[src/rtl/jam_pkg.sv]
// rtl/jam_pkg.sv - shared widths, state encoding and cost type for the job-assignment engine
package jam_pkg;

  localparam int N_JOBS = 8;
  localparam int COST_W = 7;
  localparam int IDX_W  = 3;
  localparam int ADDR_W = 2 * IDX_W;
  localparam int DEPTH  = N_JOBS * N_JOBS;

  typedef enum logic [1:0] {
    LOAD  = 2'd0,
    READY = 2'd1,
    HOLD  = 2'd2
  } state_e;

  typedef logic [COST_W-1:0] cost_t;

  // Even parity: data bits plus parity bit must XOR to zero.
  function automatic logic parity_bad(input cost_t data, input logic par);
    return ^{data, par};
  endfunction

endpackage

[src/rtl/jam_cost_table_if.sv]
// rtl/jam_cost_table_if.sv - load stream and lookup port between the cost table and its users
interface jam_cost_table_if;
  import jam_pkg::*;

  logic             in_valid;
  logic             in_ready;
  cost_t            in_data;
  logic             in_par;
  logic             reload;
  logic [IDX_W-1:0] W;
  logic [IDX_W-1:0] J;
  cost_t            Cost;
  logic             table_ready;
  logic             load_err;

  modport master (
    output in_valid, in_data, in_par, reload, W, J,
    input  in_ready, Cost, table_ready, load_err
  );

  modport slave (
    input  in_valid, in_data, in_par, reload, W, J,
    output in_ready, Cost, table_ready, load_err
  );

endinterface

[src/rtl/jam_cost_mem.sv]
// rtl/jam_cost_mem.sv - N*N cost register array, one sync write port, one sync read port
module jam_cost_mem
  import jam_pkg::*;
(
  input  logic              clk_i,
  input  logic              rst_i,
  input  logic              we_i,
  input  logic [ADDR_W-1:0] waddr_i,
  input  cost_t             wdata_i,
  input  logic              re_i,
  input  logic [ADDR_W-1:0] raddr_i,
  output cost_t             rdata_o
);

  cost_t mem_q [DEPTH];
  cost_t rdata_q;

  // Storage is intentionally not reset so it can become an SRAM macro.
  always_ff @(posedge clk_i) begin
    if (we_i) begin
      mem_q[waddr_i] <= wdata_i;
    end
  end

  // With re_i low the read register still clocks, but loads zero.
  always_ff @(posedge clk_i or posedge rst_i) begin
    if (rst_i) begin
      rdata_q <= '0;
    end else begin
      rdata_q <= re_i ? mem_q[raddr_i] : '0;
    end
  end

  assign rdata_o = rdata_q;

endmodule

[src/rtl/jam_cost_table.sv]
// rtl/jam_cost_table.sv - cost table load FSM and lookup; JAM_COST_PARITY_EN adds load parity checking
module jam_cost_table
  import jam_pkg::*;
(
  input  logic           CLK,
  input  logic           RST,
  jam_cost_table_if.slave bus
);

  state_e            state_q, state_d;
  logic [ADDR_W-1:0] lc_q, lc_d;
  logic              err_q, err_d;
  logic              we;
  logic              rd_en;
  logic              in_range;
  logic              word_bad;

`ifdef JAM_COST_PARITY_EN
  assign word_bad = parity_bad(bus.in_data, bus.in_par);
`else
  logic unused_par;
  assign unused_par = bus.in_par;
  assign word_bad   = 1'b0;
`endif

  generate
    if (N_JOBS < (1 << IDX_W)) begin : g_range
      assign in_range = (bus.W < IDX_W'(N_JOBS)) && (bus.J < IDX_W'(N_JOBS));
    end else begin : g_full
      assign in_range = 1'b1;
    end
  endgenerate

  always_ff @(posedge CLK or posedge RST) begin
    if (RST) begin
      state_q <= LOAD;
      lc_q    <= '0;
      err_q   <= 1'b0;
    end else begin
      state_q <= state_d;
      lc_q    <= lc_d;
      err_q   <= err_d;
    end
  end

  always_comb begin
    state_d         = state_q;
    lc_d            = lc_q;
    err_d           = err_q;
    we              = 1'b0;
    rd_en           = 1'b0;
    bus.in_ready    = 1'b0;
    bus.table_ready = 1'b0;
    if (bus.reload) begin
      err_d = 1'b0;
    end
    unique case (state_q)
      LOAD: begin
        bus.in_ready = 1'b1;
        // reload wins over a word presented in the same cycle
        if (bus.reload) begin
          lc_d = '0;
        end else if (bus.in_valid) begin
          we   = 1'b1;
          lc_d = lc_q + ADDR_W'(1);
          if (word_bad) begin
            err_d = 1'b1;
          end
          if (lc_q == ADDR_W'(DEPTH - 1)) begin
            state_d = READY;
            lc_d    = '0;
          end
        end
      end
      READY: begin
        bus.table_ready = 1'b1;
        rd_en           = in_range;
        if (bus.reload) begin
          state_d = HOLD;
        end
      end
      HOLD: begin
        state_d = LOAD;
      end
      default: begin
        state_d = LOAD;
      end
    endcase
  end

  jam_cost_mem u_mem (
    .clk_i   (CLK),
    .rst_i   (RST),
    .we_i    (we),
    .waddr_i (lc_q),
    .wdata_i (bus.in_data),
    .re_i    (rd_en),
    .raddr_i ({bus.W, bus.J}),
    .rdata_o (bus.Cost)
  );

  assign bus.load_err = err_q;

endmodule

[src/flat_wrapper.sv]
// flat-port wrapper written by rule: the top's interface ports become plain ports
module jam_cost_table_flat import jam_pkg::*;
  (CLK, RST, bus_in_valid, bus_in_data, bus_in_par, bus_reload, bus_W, bus_J, bus_in_ready, bus_Cost, bus_table_ready, bus_load_err);
  jam_cost_table_if bus_i ();
  input  logic CLK;
  input  logic RST;
  input wire logic [$bits(bus_i.in_valid)-1:0] bus_in_valid;
  input wire logic [$bits(bus_i.in_data)-1:0] bus_in_data;
  input wire logic [$bits(bus_i.in_par)-1:0] bus_in_par;
  input wire logic [$bits(bus_i.reload)-1:0] bus_reload;
  input wire logic [$bits(bus_i.W)-1:0] bus_W;
  input wire logic [$bits(bus_i.J)-1:0] bus_J;
  output wire logic [$bits(bus_i.in_ready)-1:0] bus_in_ready;
  output wire logic [$bits(bus_i.Cost)-1:0] bus_Cost;
  output wire logic [$bits(bus_i.table_ready)-1:0] bus_table_ready;
  output wire logic [$bits(bus_i.load_err)-1:0] bus_load_err;
  assign bus_i.in_valid = bus_in_valid;
  assign bus_i.in_data = bus_in_data;
  assign bus_i.in_par = bus_in_par;
  assign bus_i.reload = bus_reload;
  assign bus_i.W = bus_W;
  assign bus_i.J = bus_J;
  assign bus_in_ready = bus_i.in_ready;
  assign bus_Cost = bus_i.Cost;
  assign bus_table_ready = bus_i.table_ready;
  assign bus_load_err = bus_i.load_err;
  jam_cost_table u_core (.CLK(CLK), .RST(RST), .bus(bus_i));
endmodule
[config.mk]
export PLATFORM = sky130hd
export DESIGN_NAME = jam_cost_table_flat
export DESIGN_NICKNAME = d
export VERILOG_FILES = /design/src/rtl/jam_pkg.sv /design/src/rtl/jam_cost_table_if.sv /design/src/rtl/jam_cost_mem.sv /design/src/rtl/jam_cost_table.sv /design/src/flat_wrapper.sv
export SDC_FILE = /design/constraint.sdc
export NUM_CORES = 1
export LEC_CHECK = 0
export CORE_ASPECT_RATIO = 0.8
export CORE_MARGIN = 2
export CORE_UTILIZATION = 30
export CTS_BUF_LIST = sky130_fd_sc_hd__clkbuf_8
export DETAILED_ROUTE_END_ITERATION = 10
export DONT_BUFFER_PORTS = 1
export PLACE_DENSITY_LB_ADDON = 0.2
export SETUP_SLACK_MARGIN = 0.3
export SYNTH_ARGS = -nofsm -noshare
export SYNTH_HDL_FRONTEND = slang
export SYNTH_SLANG_ARGS = --single-unit
[constraint.sdc]
create_clock -name CLK -period 5.3 [get_ports CLK]
set_input_delay 1.59 -clock CLK [delete_from_list [all_inputs] [get_ports CLK]]
set_output_delay 1.59 -clock CLK [all_outputs]
set_load 0.1 [all_outputs]
== Word level (Yosys, flattened, before mapping) ==
Memories as Yosys holds them, arrays and structs flattened.
Index checks and enable logic that the tools add are counted.

* Add/subtract/negate cells: 1
* Equal/unequal tests: 6
* Mux-type cells: 16
* Reduce and logical (&&, ||, !) cells: 4

{| class="wikitable"
|+ Operators by type and width
! cell !! number
|-
| 2-to-1 mux 6 bit || 3
|-
| 2-to-1 mux 2 bit || 4
|-
| 2-to-1 mux 1 bit || 7
|-
| 2-to-1 mux 7 bit || 1
|-
| adder 6 x 1 -> 6 bit, second input constant || 1
|-
| == test 6 bit, second input constant || 1
|-
| != test 2 bit, second input constant || 3
|-
| case mux 2 bit (2 select lines) || 1
|-
| AND reduction 4 bit || 1
|-
| == test 2 x 1 -> 1 bit, second input constant || 1
|-
| logical NOT 2 bit || 1
|-
| != test 2 x 1 -> 1 bit, second input constant || 1
|-
| AND reduction 2 bit || 1
|-
| nonzero test 2 bit || 1
|}

* Register bits after elaboration: 15
* Memory bits (writable): 448
* Output and inout bits: 10
* Word-level logic and storage cells: 31
* Memories: 1

{| class="wikitable"
|+ Memories
! memory !! depth !! width !! rd ports !! clocked after Yosys merged registers in !! write ports !! RTL line !! text
|-
| u_core.u_mem.mem_q || 64 || 7 || 1 || 0 || 1 || jam_cost_mem.sv:15 || <nowiki>cost_t mem_q [DEPTH];</nowiki>
|}

== Longest topological paths before layout ==
* Depth in word-level cells: 5
* Mapped depth: 9
* Depth with buffers taken out: 6

== By module ==
Synthesis repeated with hierarchy kept, for this count alone.

* Cell total of the unflattened synthesis: 871
* Area, all modules: 18162.4 um2

{| class="wikitable"
|+ By module, submodules not included
! module !! times used !! cells each !! area each (um2)
|-
| jam_cost_mem || 1 || 830 || 17713.2
|-
| jam_cost_table || 1 || 41 || 449.2
|}

== Worst setup path after synthesis ==
OpenSTA, ideal clock, no wires.

* Kind: reg2out
* Start point: reg u_core.state_q[0]
* End point: out bus_in_ready
* Arrival: 1718 ps
* Setup slack: 1992 ps
* Stages on the path, launching flop included: 2
* Path buffers: 0
* Cell sequence: dfrtp_1 nor2_1

* Word-level cells in the longest chain between the ends: 2

{| class="wikitable"
|+ Ends and longest elaborated chain
! what !! RTL line !! text
|-
| from (decl) || jam_cost_table.sv:10 || <nowiki>state_e state_q, state_d;</nowiki>
|-
| from (signal assigned) || jam_cost_table.sv:40 || <nowiki>state_q <= state_d;</nowiki>
|-
| logical NOT 2 bit || jam_cost_table.sv:57 || <nowiki>unique case (state_q)</nowiki>
|-
| 2-to-1 mux 1 bit || jam_cost_table.sv:57 ||
|-
| to (decl) || flat_wrapper.sv:13 || <nowiki>output wire logic [$bits(bus_i.in_ready)-1:0] bus_in_ready;</nowiki>
|}

No other way between the ends.

== Final worst setup path ==
* Start point: reg u_core.state_q[1]
* End point: out bus_table_ready

* Word-level cells in the longest chain between the ends: 2

{| class="wikitable"
|+ Ends and longest elaborated chain
! what !! RTL line !! text
|-
| == test 2 x 1 -> 1 bit || jam_cost_table.sv:57 ||
|-
| 2-to-1 mux 1 bit || jam_cost_table.sv:57 ||
|-
| to (decl) || flat_wrapper.sv:15 || <nowiki>output wire logic [$bits(bus_i.table_ready)-1:0] bus_table_ready;</nowiki>
|}

No other way between the ends.

==> run metrics <==
status finished, final reports clean; sw power between 1 and 1.5 mW; Post-DP HPWL 24500 um; #FFs+latches synth around 460; Worst Path Required 3710 ps; Post-CTS Setup Repair Bufs 0; CP max stage delay roughly 700 ps; Die Area roughly 0.062 mm2; syn_area_per_cell approximately 21 um2; Yosys top cell by area edfxtp_1; die width roughly 280 um; DR vias 8511; crit path DAT slightly below 2000 ps; critical path class reg -> out; Sum Neg Setup Slack 0 ps; Netlist Area Pre-Place 0.0181 mm2; vias in the first global route between 8000 and 9000; Nets 916; grt met1 use 0.215; Comb pwr share 0.027; sequential fraction of design power 0.579; Rel. slew slack 0.334; Die Y around 220 um; worst-path cell chain nand2b_1, inv_1; Final Wtd Congestion around 0.75; Core Util, Final 0.338; period utilization 0.675; placement row count 80; met3 Usage GRT 0.0369; post_cts resized 0; initial antenna violation count 0; Net Sw Frac 0.212; cts hold-fix bufs 0; Mapped Cells around 860; Synth cell types 46; Synth Net Count ~880; delay-heaviest family, CP buffers and inverters; Vias per Instance slightly below 5; clk_lat worst skew 630 ps; CTS max path bufs 3; most frequent cells in the layout 448 x edfxtp_1, 108 x mux4_2, 75 x clkbuf_8; gr busiest metal met1; post-layout minimum cycle time between 3000 and 4000 ps; share of cells above drive strength 1 0.220; pre-CTS WS between 1000 and 1500 ps; first-pass GRT wire length just over 60000 um; slowest cell on the critical path inv_1; Final WS setup ~1700 ps; commonest non-fill, non-tap cell in the layout edfxtp_1; ys flop type edfxtp_1; clock sink count ~460; pin count of the biggest net entering global routing between 100 and 150; GR Util All Layers 0.140; fin cells approximately 1700; met2 Use GR 0.193; count of pins over their slew limit 0; largest cells by area after synthesis edfxtp_1 74%, mux4_2 13%, dfrtp_1 2.1%; clk root buf clkbuf_8; Setup crit end kind output pin; Buf/Inv on CP 1; worst-margin pin slew between 900 and 1000 ps; WL per Instance 25.0 um; Core Area ~0.060 mm2; clk_skew about 27 ps; Detail Route Antenna Nets 0; asr flop ratio synth 0.0324; Ports 28; Synth top area share 0.742; # setup viols final 0; Cell Int Power 5.48 mW; DR pass1 iterations 5; CP startpoint kind flop; RSZ-0062 raised after global routing false; CTS buffer count 73; Ys Warns 0; Max FO, Critical Path 4; gr ovfl total 0; worst hold-check path type reg -> reg; H-tree levels 3; Clock power frac 0.394; DRT iter0 DRCs ~830; leakage 6.25 nW; CTS tree yes; Post-Place Cells roughly 1600; max cap viols 0; PwrDens between 300 and 400 mW/mm2; Seq/Total Area, Yosys 0.763; port buffer count 0; Area growth syn-to-layout 11.1%; Clk pin slew, worst setup/hold paths ~60 ps; Worst IR Drop VDD around 0.19 mV; final hold vios 0; Peak Freq 0.280 GHz; Detailed Route WL approximately 43000 um; Initial Utilization 0.304; number of flops mapped to enable cells by yosys around 450; DRC 0
## state kept, by name, summed over array words and instances (netlist names)
signal,flops
u_core.u_mem.mem_q,448
u_core.state_q,2
u_core.lc_q,6
u_core.u_mem.rdata_o,7
## worst paths after layout
path / slack, ps / from / cells after the start / end
worst min-delay path: 640 / u_core.state_q[0]$_DFFE_PP0P_ / 2 / u_core.lc_q[4]$_DFFE_PP0P_
worst max-delay path: 1720 / u_core.state_q[1]$_DFFE_PP0P_ / 2 / bus_table_ready
max in group asynchronous: 3850 / RST / 1 / u_core.u_mem.rdata_o[2]$_DFF_PP0_
min in group asynchronous: 970 / RST / 1 / u_core.lc_q[5]$_DFFE_PP0P_
worst max register to register: 2170 / u_core.state_q[0]$_DFFE_PP0P_ / 6 / u_core.u_mem.mem_q[61][6]$_DFFE_PP_
worst min register to register: 640 / u_core.state_q[0]$_DFFE_PP0P_ / 2 / u_core.lc_q[4]$_DFFE_PP0P_
## through the flow
stage | area (um2) | power, mW | hold slack, ps
global placement | 18900 | 4.29 | 599
detailed placement | 18900 | 4.29 | 605
finish | 20100 | 6.95 | 638
CTS | 20100 | 7.03 | 630
global route | 20100 | 7.20 | 674
floorplan | 18100 | 4.29 | 530
## power by group through the flow
stage	Sequential (mW)	Combinational [mW]	Clock, mW
CTS	4.02	0.191	2.81
global placement	4.10	0.191	0
detailed placement	4.10	0.190	0
floorplan	4.10	0.192	0
finish	4.02	0.190	2.74
global route	4.02	0.201	2.98
## metal layers
layer / vias to the layer above / routed length [um]
met4: 0 / 791
li1: 3644 / -
met5: - / 0
met2: 263 / 18300
met1: 4542 / 21300
met3: 62 / 2710
## logic make-up after synthesis
| family | after synthesis | synth area share |
|---|---|---|
| buffers and inverters | 46 | 0.0157 |
| other | 1 | 0.000207 |
| muxes | 153 | 0.165 |
| xor gates and xnor gates | 1 | 0.000483 |
| AOI/OAI and AO/OA | 54 | 0.0208 |
| adders and majority gates | 1 | 0.000690 |
| and+or+nand+nor | 140 | 0.0342 |
| DFF | 463 | 0.763 |
## worst min-delay path, stage by stage (launching register included)
cell	delay (ps)
dfrtp_1	430
o31ai_1	110
o31ai_1	70
## cell type report
class	instances	area [um2]
antenna	1	2.50
clock buffer	75	1030
clock inverter	46	230
fill	5567	39500
inverter	3	11.3
multi-input combinational	350	4020
sequential	463	13800
tap	779	975
timing repair buffer	6	45.0
## synth_stat cells, drive strengths merged (2+ instances only)
cell and number:
and2 3, a41oi 3, nand2b 4, mux4 115, buf 32, a22oi 12, clkbuf 11, dfrtp 15
a21oi 2, nor3 6, o21ai 10, a2111oi 2, edfxtp 448, o22ai 6, mux2i 37, o31ai 3
nor2b 5, inv 2, or3 2, a31oi 5, o221ai 2, nor2 75, nand2 26, or3b 2
o211ai 4, nand3b 3, nand3 10, or2 2
(Power assumes the default switching activity.)
==> RTL edit: new RTL, same settings <==
Reset style: synchronous (`RST` and `rst_i`), changed in 2 clocked blocks.
--- a/src/rtl/jam_cost_mem.sv
+++ b/src/rtl/jam_cost_mem.sv
@@ -24,5 +24,5 @@
 
   // With re_i low the read register still clocks, but loads zero.
-  always_ff @(posedge clk_i or posedge rst_i) begin
+  always_ff @(posedge clk_i) begin
     if (rst_i) begin
       rdata_q <= '0;
--- a/src/rtl/jam_cost_table.sv
+++ b/src/rtl/jam_cost_table.sv
@@ -32,5 +32,5 @@
   endgenerate
 
-  always_ff @(posedge CLK or posedge RST) begin
+  always_ff @(posedge CLK) begin
     if (RST) begin
       state_q <= LOAD;
Check against the original RTL: no difference found for any inputs over 4 cycles, from zero or initial values and one cycle with RST high; that may be too few to reach the edited logic, so the function may still have changed.
==> RTL edit against the unedited design <==
- worst setup slack improved by 110 ps
- critical path depth unchanged
- clock skew is 0.97 ps lower
- cell count up 3.5%
- final area rose by 1.1%
- synthesized area shrank 0.11%
- fmax increased by 3.2%
- power is 2.0% higher
- worst hold slack got worse by 7.5 ps
- via count increased by 4.1%
- count of clock-buffer cells in the layout rose by 9
- sequential cell count did not move
- wire length rose by 4.5%
- non-clock buffer count increased by 21
- largest cell class unchanged
- largest power group unchanged
- highest routed layer is now met5
==> RTL edit: results (changes against the unedited design) <==
arrival time at the worst endpoint=1880 ps (-110 ps); Overall Global Routing Usage=14.6% (+0.62 points); vias in the first global route=9139 (+5.6%); nets=961 (+4.9%); Fillers=5655 (+1.6%); WL per Instance=25.2 microns (+0.94%); status=finished, final reports clean; worst r2r dst=u_core.u_mem.mem_q[32][0]$_DFFE_PP_; Worst Clk Skew=26.2 ps (-0.969 ps); Met3 Routed Length=3.04 mm (+12%); Vias=8858 (+4.1%); Num CTS Buffers=76 (+4.1%); r2r worst-path depth=5 (-1); largest stage delay on the critical path=670 ps (-40 ps); placed cell areas=19000 sq um (+0.40%); wl on met1=21.7 mm (+1.7%); met2 wire length=19.3 mm (+5.4%); dpl hpwl=26.0 mm (+6.1%); register area share after synthesis=75.9% (-0.33 points); top cells by count, synth=448 x edfxtp_1, 101 x mux4_2, 86 x nor2_1, 22 x nand2_1, 17 x buf_4; Synth area leaders=edfxtp_1 74%, mux4_2 13%, nor2_1 1.8%; Max-Slew Margin vs Limit=32.5% (-0.97 points); drt initial violations=962 (+16%); Leakage=6.33 nW (+1.3%); Worst Path Max Fanout=5 (+1); hold path endpoint=u_core.lc_q[4]$_SDFFE_PP0P_
[RTL edit: cell count changes after synthesis, sizes merged, moves of 4 or more]
cell,unedited run,this run
dfxtp,0,15
mux2i,37,16
o22ai,6,16
nor2,75,86
nand2,26,22
a21oi,2,15
clkbuf,11,15
nor2b,5,10
a211oi,0,7
dfrtp,15,0
mux4,115,111
[RTL edit: stage by stage]
stage	hold WS, ps	setup slack [ps]
final	630	1830
after CTS	635	1770
after global placement	610	1490
after global routing	690	1740
after detailed placement	627	1470
after floorplan	548	2040
[RTL edit: kinds of logic after synthesis]
group | after synthesis | share of synthesized area [%]
adder cells (fa/ha/maj) | 1 | 0.0691
AO/OA/AOI/OAI | 77 | 2.85
other | 1 | 0.0207
multiplexers | 129 | 15.0
flip-flops | 463 | 75.9
buffers and inverters | 51 | 1.89
AND/OR/NAND/NOR | 164 | 4.22
[RTL edit: where the power goes]
| part | total, mW | switching (mW) | internal (mW) |
|---|---|---|---|
| clock | 2.90 | 1.43 | 1.47 |
| combinational | 0.183 | 0.0849 | 0.0978 |
| sequential | 4.02 | 0.00185 | 4.01 |
[RTL edit: worst max-delay path by stage]
stage          slack (ps)  cells after the start                                   to
3_3_place_gp         1490                      4  u_core.u_mem.mem_q[32][6]$_DFFE_PP_
5_1_grt              1740                      2                      bus_table_ready
4_1_cts              1770                      2                      bus_table_ready
3_5_place_dp         1470                      4  u_core.u_mem.mem_q[50][5]$_DFFE_PP_
2_1_floorplan        2040                      1                         bus_in_ready
6_report             1830                      2                      bus_table_ready
[RTL edit: cell type report]
| cell class | count | area share (%) |
|---|---|---|
| sequential | 463 | 67.5 |
| multi-input combinational | 372 | 19.7 |
| clock buffer | 84 | 5.68 |
| tap | 779 | 4.79 |
| clock inverter | 55 | 1.23 |
| timing repair buffer | 27 | 0.995 |
| inverter | 2 | 0.0369 |
| antenna | 1 | 0.0123 |
[RTL edit: metal layers]
metal / vias to the layer above / track usage [%]
met2: 276 / 20.7
met3: 89 / 4.08
li1: 3797 / -
met4: 2 / 4.27
met5: - / 0
met1: 4694 / 21.7
[RTL edit: worst max-delay path: cells and delay by family (launching register included)]
family | cells | cell delay [ps]
buf+inv | 1 | 670
simple gates | 1 | 240
flops | 1 | 350
